$ cat config.mk
export PLATFORM = sky130hd
export DESIGN_NAME = mem_access
export DESIGN_NICKNAME = d
export VERILOG_FILES = /design/src/rtl/mem_access_pkg.sv /design/src/rtl/mem_access_load_ext.sv /design/src/rtl/mem_access.sv
export SDC_FILE = /design/constraint.sdc
export NUM_CORES = 1
export LEC_CHECK = 0
export CAP_MARGIN = 10
export CELL_PAD_IN_SITES_DETAIL_PLACEMENT = 1
export CELL_PAD_IN_SITES_GLOBAL_PLACEMENT = 1
export CORE_MARGIN = 1
export CORE_UTILIZATION = 31
export CTS_BUF_LIST = sky130_fd_sc_hd__clkbuf_8
export CTS_CLUSTER_DIAMETER = 80
export CTS_CLUSTER_SIZE = 20
export DETAILED_ROUTE_END_ITERATION = 7
export HOLD_SLACK_MARGIN = 0.06
export PLACE_DENSITY_LB_ADDON = 0.1
export SETUP_SLACK_MARGIN = 0.2
export SLEW_MARGIN = 20
export SYNTH_ARGS = -nofsm -noshare
export SYNTH_HDL_FRONTEND = slang
export SYNTH_SLANG_ARGS = --single-unit
$ cat constraint.sdc
create_clock -name clk -period 2.5 [get_ports clk]
set_input_delay 0.5 -clock clk [delete_from_list [all_inputs] [get_ports clk]]
set_output_delay 0.5 -clock clk [all_outputs]
set_load 0.01 [all_outputs]
$ cat src/rtl/mem_access_pkg.sv
`default_nettype none
// ============================================================================
//  mem_access_pkg
//  Shared bus widths, NOP constants and memory-op encodings for the MEM stage.
//  Revision: 1.0
// ============================================================================
package mem_access_pkg;

   localparam int REG_ADDR_W = 5;
   localparam int REG_W      = 32;
   localparam int MEMOP_W    = 4;

   localparam logic [REG_ADDR_W-1:0] NOP_REG_ADDR = 5'd0;
   localparam logic [REG_W-1:0]      ZERO_WORD    = 32'h0000_0000;
   localparam logic                  ENABLE       = 1'b1;
   localparam logic                  DISABLE      = 1'b0;

   localparam logic [MEMOP_W-1:0] MEMOP_NONE = 4'h0;
   localparam logic [MEMOP_W-1:0] MEMOP_LB   = 4'h1;
   localparam logic [MEMOP_W-1:0] MEMOP_LH   = 4'h2;
   localparam logic [MEMOP_W-1:0] MEMOP_LW   = 4'h3;
   localparam logic [MEMOP_W-1:0] MEMOP_LBU  = 4'h4;
   localparam logic [MEMOP_W-1:0] MEMOP_LHU  = 4'h5;
   localparam logic [MEMOP_W-1:0] MEMOP_SB   = 4'h6;
   localparam logic [MEMOP_W-1:0] MEMOP_SH   = 4'h7;
   localparam logic [MEMOP_W-1:0] MEMOP_SW   = 4'h8;

   typedef struct packed {
      logic       valid;
      logic       store;
      logic       sign;
      logic [2:0] size;
   } memop_info_t;

   // Unused encodings decode as "no memory op" so they pass straight through.
   function automatic memop_info_t decode_memop(input logic [MEMOP_W-1:0] op);
      memop_info_t info;
      info = '{valid: 1'b1, store: 1'b0, sign: 1'b0, size: 3'd4};
      case (op)
         MEMOP_LB:  begin info.sign  = 1'b1; info.size = 3'd1; end
         MEMOP_LH:  begin info.sign  = 1'b1; info.size = 3'd2; end
         MEMOP_LW:  info.size = 3'd4;
         MEMOP_LBU: info.size = 3'd1;
         MEMOP_LHU: info.size = 3'd2;
         MEMOP_SB:  begin info.store = 1'b1; info.size = 3'd1; end
         MEMOP_SH:  begin info.store = 1'b1; info.size = 3'd2; end
         MEMOP_SW:  info.store = 1'b1;
         default:   info.valid = 1'b0;
      endcase
      return info;
   endfunction

endpackage
`default_nettype wire

$ cat src/rtl/mem_access_load_ext.sv
`default_nettype none
// ============================================================================
//  load_ext
//  Sign/zero extension of an assembled load value to a full register word.
//  Revision: 1.0
// ============================================================================
module load_ext
   import mem_access_pkg::*;
(
   input  logic [2:0]       size,
   input  logic             sign,
   input  logic [REG_W-1:0] raw,
   output logic [REG_W-1:0] data
);

   always_comb begin
      data = raw;
      case (size)
         3'd1:    data = {{24{sign & raw[7]}},  raw[7:0]};
         3'd2:    data = {{16{sign & raw[15]}}, raw[15:0]};
         default: data = raw;
      endcase
   end

endmodule
`default_nettype wire

$ cat src/rtl/mem_access.sv
`default_nettype none
// ============================================================================
//  mem_access
//  MEM stage: turns B/H/W loads and stores into byte-serial controller traffic.
//  Revision: 1.0
// ============================================================================
module mem_access
   import mem_access_pkg::*;
(
   input  logic                  clk,
   input  logic                  rst,
   input  logic                  rdy,
   input  logic                  ex_we,
   input  logic [REG_ADDR_W-1:0] ex_waddr,
   input  logic [REG_W-1:0]      ex_wdata,
   input  logic [MEMOP_W-1:0]    ex_memop,
   input  logic [31:0]           ex_maddr,
   input  logic [31:0]           ex_sdata,
   output logic                  mc_req,
   output logic                  mc_wr,
   output logic [31:0]           mc_addr,
   output logic [7:0]            mc_wdata,
   input  logic [7:0]            mc_rdata,
   input  logic                  mc_ack,
   output logic                  mem_we,
   output logic [REG_ADDR_W-1:0] mem_waddr,
   output logic [REG_W-1:0]      mem_wdata,
   output logic                  stallreq
);

   localparam logic [1:0] S_IDLE   = 2'd0;
   localparam logic [1:0] S_ACCESS = 2'd1;
   localparam logic [1:0] S_DONE   = 2'd2;

   logic [1:0]            state_q, state_d;
   logic [1:0]            cnt_q,   cnt_d;
   logic [31:0]           base_q,  base_d;
   logic [31:0]           sdata_q, sdata_d;
   logic [31:0]           raw_q,   raw_d;
   logic [2:0]            size_q,  size_d;
   logic                  sign_q,  sign_d;
   logic                  store_q, store_d;
   logic [REG_ADDR_W-1:0] waddr_q, waddr_d;
   logic                  we_q,    we_d;

   memop_info_t           ex_info;
   logic                  last_byte;
   logic [REG_W-1:0]      load_data;

   assign ex_info   = decode_memop(ex_memop);
   assign last_byte = ({1'b0, cnt_q} == (size_q - 3'd1));

   load_ext u_load_ext (
      .size (size_q),
      .sign (sign_q),
      .raw  (raw_q),
      .data (load_data)
   );

   always_comb begin
      state_d   = state_q;
      cnt_d     = cnt_q;
      base_d    = base_q;
      sdata_d   = sdata_q;
      raw_d     = raw_q;
      size_d    = size_q;
      sign_d    = sign_q;
      store_d   = store_q;
      waddr_d   = waddr_q;
      we_d      = we_q;

      mc_req    = DISABLE;
      mc_wr     = DISABLE;
      mc_addr   = 32'h0;
      mc_wdata  = 8'h00;
      mem_we    = DISABLE;
      mem_waddr = NOP_REG_ADDR;
      mem_wdata = ZERO_WORD;
      stallreq  = DISABLE;

      case (state_q)
         S_IDLE: begin
            if (ex_info.valid) begin
               stallreq = ENABLE;
               state_d  = S_ACCESS;
               base_d   = ex_maddr;
               sdata_d  = ex_sdata;
               raw_d    = ZERO_WORD;
               size_d   = ex_info.size;
               sign_d   = ex_info.sign;
               store_d  = ex_info.store;
               waddr_d  = ex_waddr;
               we_d     = ex_we;
               cnt_d    = 2'd0;
            end else begin
               mem_we    = ex_we;
               mem_waddr = ex_waddr;
               mem_wdata = ex_wdata;
            end
         end

         S_ACCESS: begin
            mc_req   = ENABLE;
            mc_wr    = store_q;
            mc_addr  = base_q + {30'd0, cnt_q};
            mc_wdata = sdata_q[{cnt_q, 3'b000} +: 8];
            stallreq = ENABLE;
            if (mc_ack) begin
               if (!store_q) begin
                  raw_d[{cnt_q, 3'b000} +: 8] = mc_rdata;
               end
               cnt_d = cnt_q + 2'd1;
               if (last_byte) begin
                  state_d = S_DONE;
               end
            end
         end

         S_DONE: begin
            state_d = S_IDLE;
            if (!store_q) begin
               mem_we    = we_q;
               mem_waddr = waddr_q;
               mem_wdata = load_data;
            end
         end

         default: state_d = S_IDLE;
      endcase
   end

   // A reset anywhere, including mid-transfer, drops every latched field.
   always_ff @(posedge clk) begin
      if (rst) begin
         state_q <= S_IDLE;
         cnt_q   <= 2'd0;
         base_q  <= 32'h0;
         sdata_q <= 32'h0;
         raw_q   <= ZERO_WORD;
         size_q  <= 3'd0;
         sign_q  <= 1'b0;
         store_q <= 1'b0;
         waddr_q <= NOP_REG_ADDR;
         we_q    <= DISABLE;
      end else if (rdy) begin
         state_q <= state_d;
         cnt_q   <= cnt_d;
         base_q  <= base_d;
         sdata_q <= sdata_d;
         raw_q   <= raw_d;
         size_q  <= size_d;
         sign_q  <= sign_d;
         store_q <= store_d;
         waddr_q <= waddr_d;
         we_q    <= we_d;
      end
   end

endmodule
`default_nettype wire

# ---- After elaboration in Yosys (flattened, before gate mapping)
# Cells that the tools add are included.
dict set report totals {
  reg_bits 111
  input_bits 118
  output_inout_bits 81
  wordCells 79
}
dict set report op_classes {
  addsub 4
  n_eq_ne 17
  shift 3
  mux 32
  bitwise 2
  n_reduce_logical 11
}
# op n
set ops {}
lappend ops {{32-bit two-way mux} 6}
lappend ops {{32-bit one-hot mux with 2 select lines} 3}
lappend ops {{32-bit by 2-bit adder with 32-bit output} 1}
lappend ops {{32-bit bitwise mux} 1}
lappend ops {{8-bit by 7-bit variable shift with 32-bit output, first input constant} 1}
lappend ops {{32-bit by 6-bit variable part select with 8-bit output} 1}
lappend ops {{8-bit by 7-bit variable part select with 32-bit output} 1}
lappend ops {{4-bit by 3-bit == test with 1-bit output, second input constant} 4}
lappend ops {{2-bit two-way mux} 5}
lappend ops {{5-bit two-way mux} 2}
lappend ops {{5-bit one-hot mux with 2 select lines} 1}
lappend ops {{3-bit OR reduction} 3}
lappend ops {{4-bit by 2-bit == test with 1-bit output, second input constant} 2}
lappend ops {{1-bit two-way mux} 8}
lappend ops {{8-bit two-way mux} 1}
lappend ops {{2-bit inequality test, second input constant} 4}
lappend ops {{2-bit one-hot mux with 2 select lines} 2}
lappend ops {{4-bit AND reduction} 2}
lappend ops {{8-bit OR reduction} 1}
lappend ops {{5-bit negation with 7-bit output} 1}
lappend ops {{3-bit one-hot mux with 2 select lines} 1}
lappend ops {{5-bit AND reduction} 1}
lappend ops {{4-bit by 1-bit == test with 1-bit output, second input constant} 1}
lappend ops {{4-bit == test, second input constant} 1}
lappend ops {{13 further kinds} 15}

# ---- Longest topological paths before layout
dict set report depth {
  ltp_word 6
  depth_mapped 8
  ltp_nobuf 6
}

# ---- Cells and area by module
# Synthesis repeated with hierarchy kept, for this count alone.
dict set report unflattened {
  hier_cells 832
  hier_area_um2 6463.7
}
# mod instances cells_each area_each_um2 seq_area_each_um2
set modules_own_cells {}
lappend modules_own_cells {mem_access 1 788 6114.6 2222.1}
lappend modules_own_cells {load_ext 1 44 349.1 0.0}

# ---- Worst setup path before layout
# Ideal clock, no wire load.
dict set report synth_path {
  path_kind {register to output}
  start {register cnt_q[0]}
  end {output mc_addr[26]}
  arrival_time_ns 2.085
  t_required_ns 2.000
  slack_ns -0.085
  path_stages_with_launch 8
  path_buffers 1
  path_cell_list {dfxtp_1 ha_1 fa_1 and3_1 clkbuf_1 nand4_1 or4_1 a21oi_1}
}
dict set report synth_between {
  elab_chain_cells 2
}
# item line
set synth_rtl {}
lappend synth_rtl {{from (decl)} mem_access.sv:36} ;# logic [1:0] cnt_q, cnt_d;
lappend synth_rtl {{from (signal assigned)} mem_access.sv:147} ;# cnt_q <= cnt_d;
lappend synth_rtl {{32-bit by 2-bit adder with 32-bit output} mem_access.sv:105} ;# mc_addr = base_q + {30'd0, cnt_q};
lappend synth_rtl {{32-bit two-way mux} mem_access.sv:81} ;# case (state_q)
lappend synth_rtl {{to (decl)} mem_access.sv:21} ;# output logic [31:0] mc_addr,
# No other way between the ends.

# ---- Worst setup path after layout
dict set report layout_path {
  start {register base_q[0]}
  end {output mc_addr[30]}
}
dict set report layout_between {
  elab_chain_cells 2
}
# item line
set layout_rtl {}
lappend layout_rtl {{from (decl)} mem_access.sv:37} ;# logic [31:0] base_q, base_d;
lappend layout_rtl {{from (signal assigned)} mem_access.sv:148} ;# base_q <= base_d;
lappend layout_rtl {{32-bit by 2-bit adder with 32-bit output} mem_access.sv:105}
lappend layout_rtl {{32-bit two-way mux} mem_access.sv:81}
# No other way between the ends.

==> results.md <==
* Fillers at 2,356
* Dpl cell area at 9170 um2
* Die Y at 144 um
* I/O Buffers at 198
* Area delta synth->final at 68.5%
* Via count at 6,816
* Register area at 2240 um2
* Post-Place Cells at 1,303
* Nets at 1,231
* Dominant cell type by area after synthesis: dfxtp_1
* Failing checks: negative setup slack
* Critical Path, Cell by Cell: ha_4 -> fa_2 -> and3_4 -> nand4_1 -> buf_4 -> or4_4 -> a21oi_2 -> buf_2
* H-tree depth at 3
* Routed WL at 24.5 mm
* Setup Skew at 13.1 ps
* Nature of the critical path startpoint: register
* 1st-pass router iterations at 4
* Worst setup path class: reg2out
* Final setup violation count at 69
* Total GRT Usage at 23.7%
* Clock latency at the later pin of the worst-skew pair at 400 ps
* Status: finished, violations left
* Global-route wire length before repair at 37.5 mm
* Commonest cells in the netlist: nand2_1, dfxtp_1, a21oi_1
* Unrepaired setup endpoints after global routing: yes
* Register area share after synthesis at 35.6%
* Total power at 0.00415 W
* Worst Setup End Kind: output pin
* Initial antenna violation count at 2
* Total gr overflow at 0
* Rows at 51
* Gate Count Post-Synth at 806
* Fin. Hold Viols at 0
* Final std cells w/o fill at 1,374
* Net Count, Synth at 934
* Synth cell types at 58
* Number of DRC markers in iteration 0 at 236
* Largest net degree at the start of global routing at 70
* Clk slew on worst S/H paths at 120 ps
* Routed length per instance at 17.8 um
* Core box area at 19,600 um2
* CTS sink count at 111
* Top Ports at 199
* LEAKAGE at 4.15 nW
* P per Cell Area at 395 nW/um2
* Final GP Congestion at 0.772
* Syn Area/Cell at 7.74 um2
* Fmax at 345 MHz
* Synth Warn # at 0
* Max IR drop VDD at 0.284 mV
* Multi-input gate area at 4430 um2
* CTS tree: built
* Post-synthesis register bit count at 111
* CTS Root Cell: clkbuf_8
* Worst setup margin at -400 ps
* CP max stage delay at 410 ps
* Final slew viol count at 0
* Slew headroom at 56.5%
* Num CTS Buffers at 9
* Die area at 20,700 um2
* Ys async rst share at 0%
* Count of flip-flops with a built-in enable after synthesis at 0
* Max cap viols at 0
* Post-route cell area at 10,500 um2
* Data arrival, critical path at 2400 ps
* Synth Flop Type: dfxtp_1
* Final ANT Viol Nets at 0
* Part of the cycle the worst path needs at 116%
* Top-count cell post-synth: nand2_1
* Die Wd at 144 um
* Starting density of the core at 31.8%
* Post-synth top area share at 35.6%
* Vias in the first global route at 7,020
* Worst min-delay path category: reg2reg
* Slew @ Worst Pin at 652 ps
* Max FO, Critical Path at 4
* Drt drc at 0
* Synthesized area at 6240 um2
* CTS max path bufs at 2
* Via density at 4.96
* Layout cells sized above 1 at 36.7%
* Fin crit period at 2900 ps
* Worst path required time at 2000 ps
* Synth area leaders: dfxtp_1, nand2_1, a21oi_1
* Final HPWL DP at 15.9 mm
* Slowest stage cell, crit path: or4_4
[logic make-up after synthesis]
logic type	count (synthesis)	share of synthesized area, %
AND/OR/NAND/NOR	395	30.0
AO/OA/AOI/OAI	166	16.3
flip-flops	111	35.6
buffers and inverters	63	4.79
multiplexers	46	9.07
XOR/XNOR	15	2.11
adder cells (fa/ha/maj)	10	2.13
[routing by layer]
metal	wire, um	global-route usage (%)	vias up
li1	-	-	3368
met1	11200	30.4	3289
met2	12000	40.6	133
met3	850	3.90	24
met4	358	6.33	2
met5	8	0	-
[flip-flops by register name, summed over array words and instances (netlist names)]
register / cells
base_q: 32
raw_q: 32
sdata_q: 32
waddr_q: 5
size_q: 3
cnt_q: 2
state_q: 2
sign_q: 1
store_q: 1
we_q: 1
[worst max-delay path: cells and delay by family, from the launching register on]
kind | cells | cell delay, ps
AND/OR/NAND/NOR | 3 | 800
flip-flops | 1 | 370
adder cells (fa/ha/maj) | 2 | 350
buffers and inverters | 2 | 350
AO/OA/AOI/OAI | 1 | 140
[final timing paths]
| kind | startpoint | end | slack (ps) | cells after the start |
|---|---|---|---|---|
| worst max-delay path | base_q[0]$_SDFFE_PP0P_ | mc_addr[30] | -400 | 8 |
| worst min-delay path | sdata_q[1]$_SDFFE_PP0P_ | sdata_q[1]$_SDFFE_PP0P_ | 460 | 2 |
| worst max register to register | cnt_q[0]$_SDFFE_PP0P_ | raw_q[12]$_SDFFE_PP0P_ | 180 | 14 |
| worst min register to register | sdata_q[1]$_SDFFE_PP0P_ | sdata_q[1]$_SDFFE_PP0P_ | 460 | 2 |
[per-stage QoR]
| stage | setup slack [ps] | utilization (%) | hold slack, ps | setup TNS, ps |
|---|---|---|---|---|
| final | -400 | 53.7 | 464 | -9860 |
| after global routing | -511 | 53.6 | 475 | -14600 |
| after CTS | -405 | 51.2 | 465 | -8440 |
| after detailed placement | -761 | 46.8 | 447 | -34560 |
| after global placement | -705 | 46.8 | 440 | -31880 |
| after floorplan | 171 | - | 433 | 0 |
[cell type report]
cell class | count | area share, %
Clock inverter | 7 | 0.714
Tap cell | 265 | 3.15
Sequential cell | 111 | 21.4
Multi-Input combinational cell | 632 | 42.2
Inverter | 8 | 0.405
Clock buffer | 9 | 1.18
Antenna cell | 1 | 0.0238
Timing Repair Buffer | 341 | 31.0
[report_power, final]
part | internal (W) | leakage, nW | switching (W) | total (W)
Combinational | 0.000610 | 3.14 | 0.000531 | 0.00114
Sequential | 0.00184 | 0.909 | 0.0000465 | 0.00188
Clock | 0.000397 | 0.0952 | 0.000730 | 0.00113
[placed cells by master (no fill, tap or decap), types with 13 or more instances in the layout]
master / count
nand2_2: 18
buf_4: 89
nand2_1: 176
nor2_1: 37
dfxtp_1: 99
a21oi_1: 84
nand2_4: 24
buf_12: 20
a21oi_2: 13
buf_6: 36
buf_2: 67
nand2b_1: 42
mux2i_1: 36
clkdlybuf4s50_1: 113
a22o_1: 14
o21ai_2: 23
[what timing repair did]
action                                  in CTS  in global routing
resized for setup                          459                 94
endpoints found under the setup margin      81                 94
pin swaps                                   66                 42
hold buffers                                 0                  0
gates cloned                                 9                  0
setup buffers                               26                 19
No activity file was read; power rests on OpenSTA's default activity.
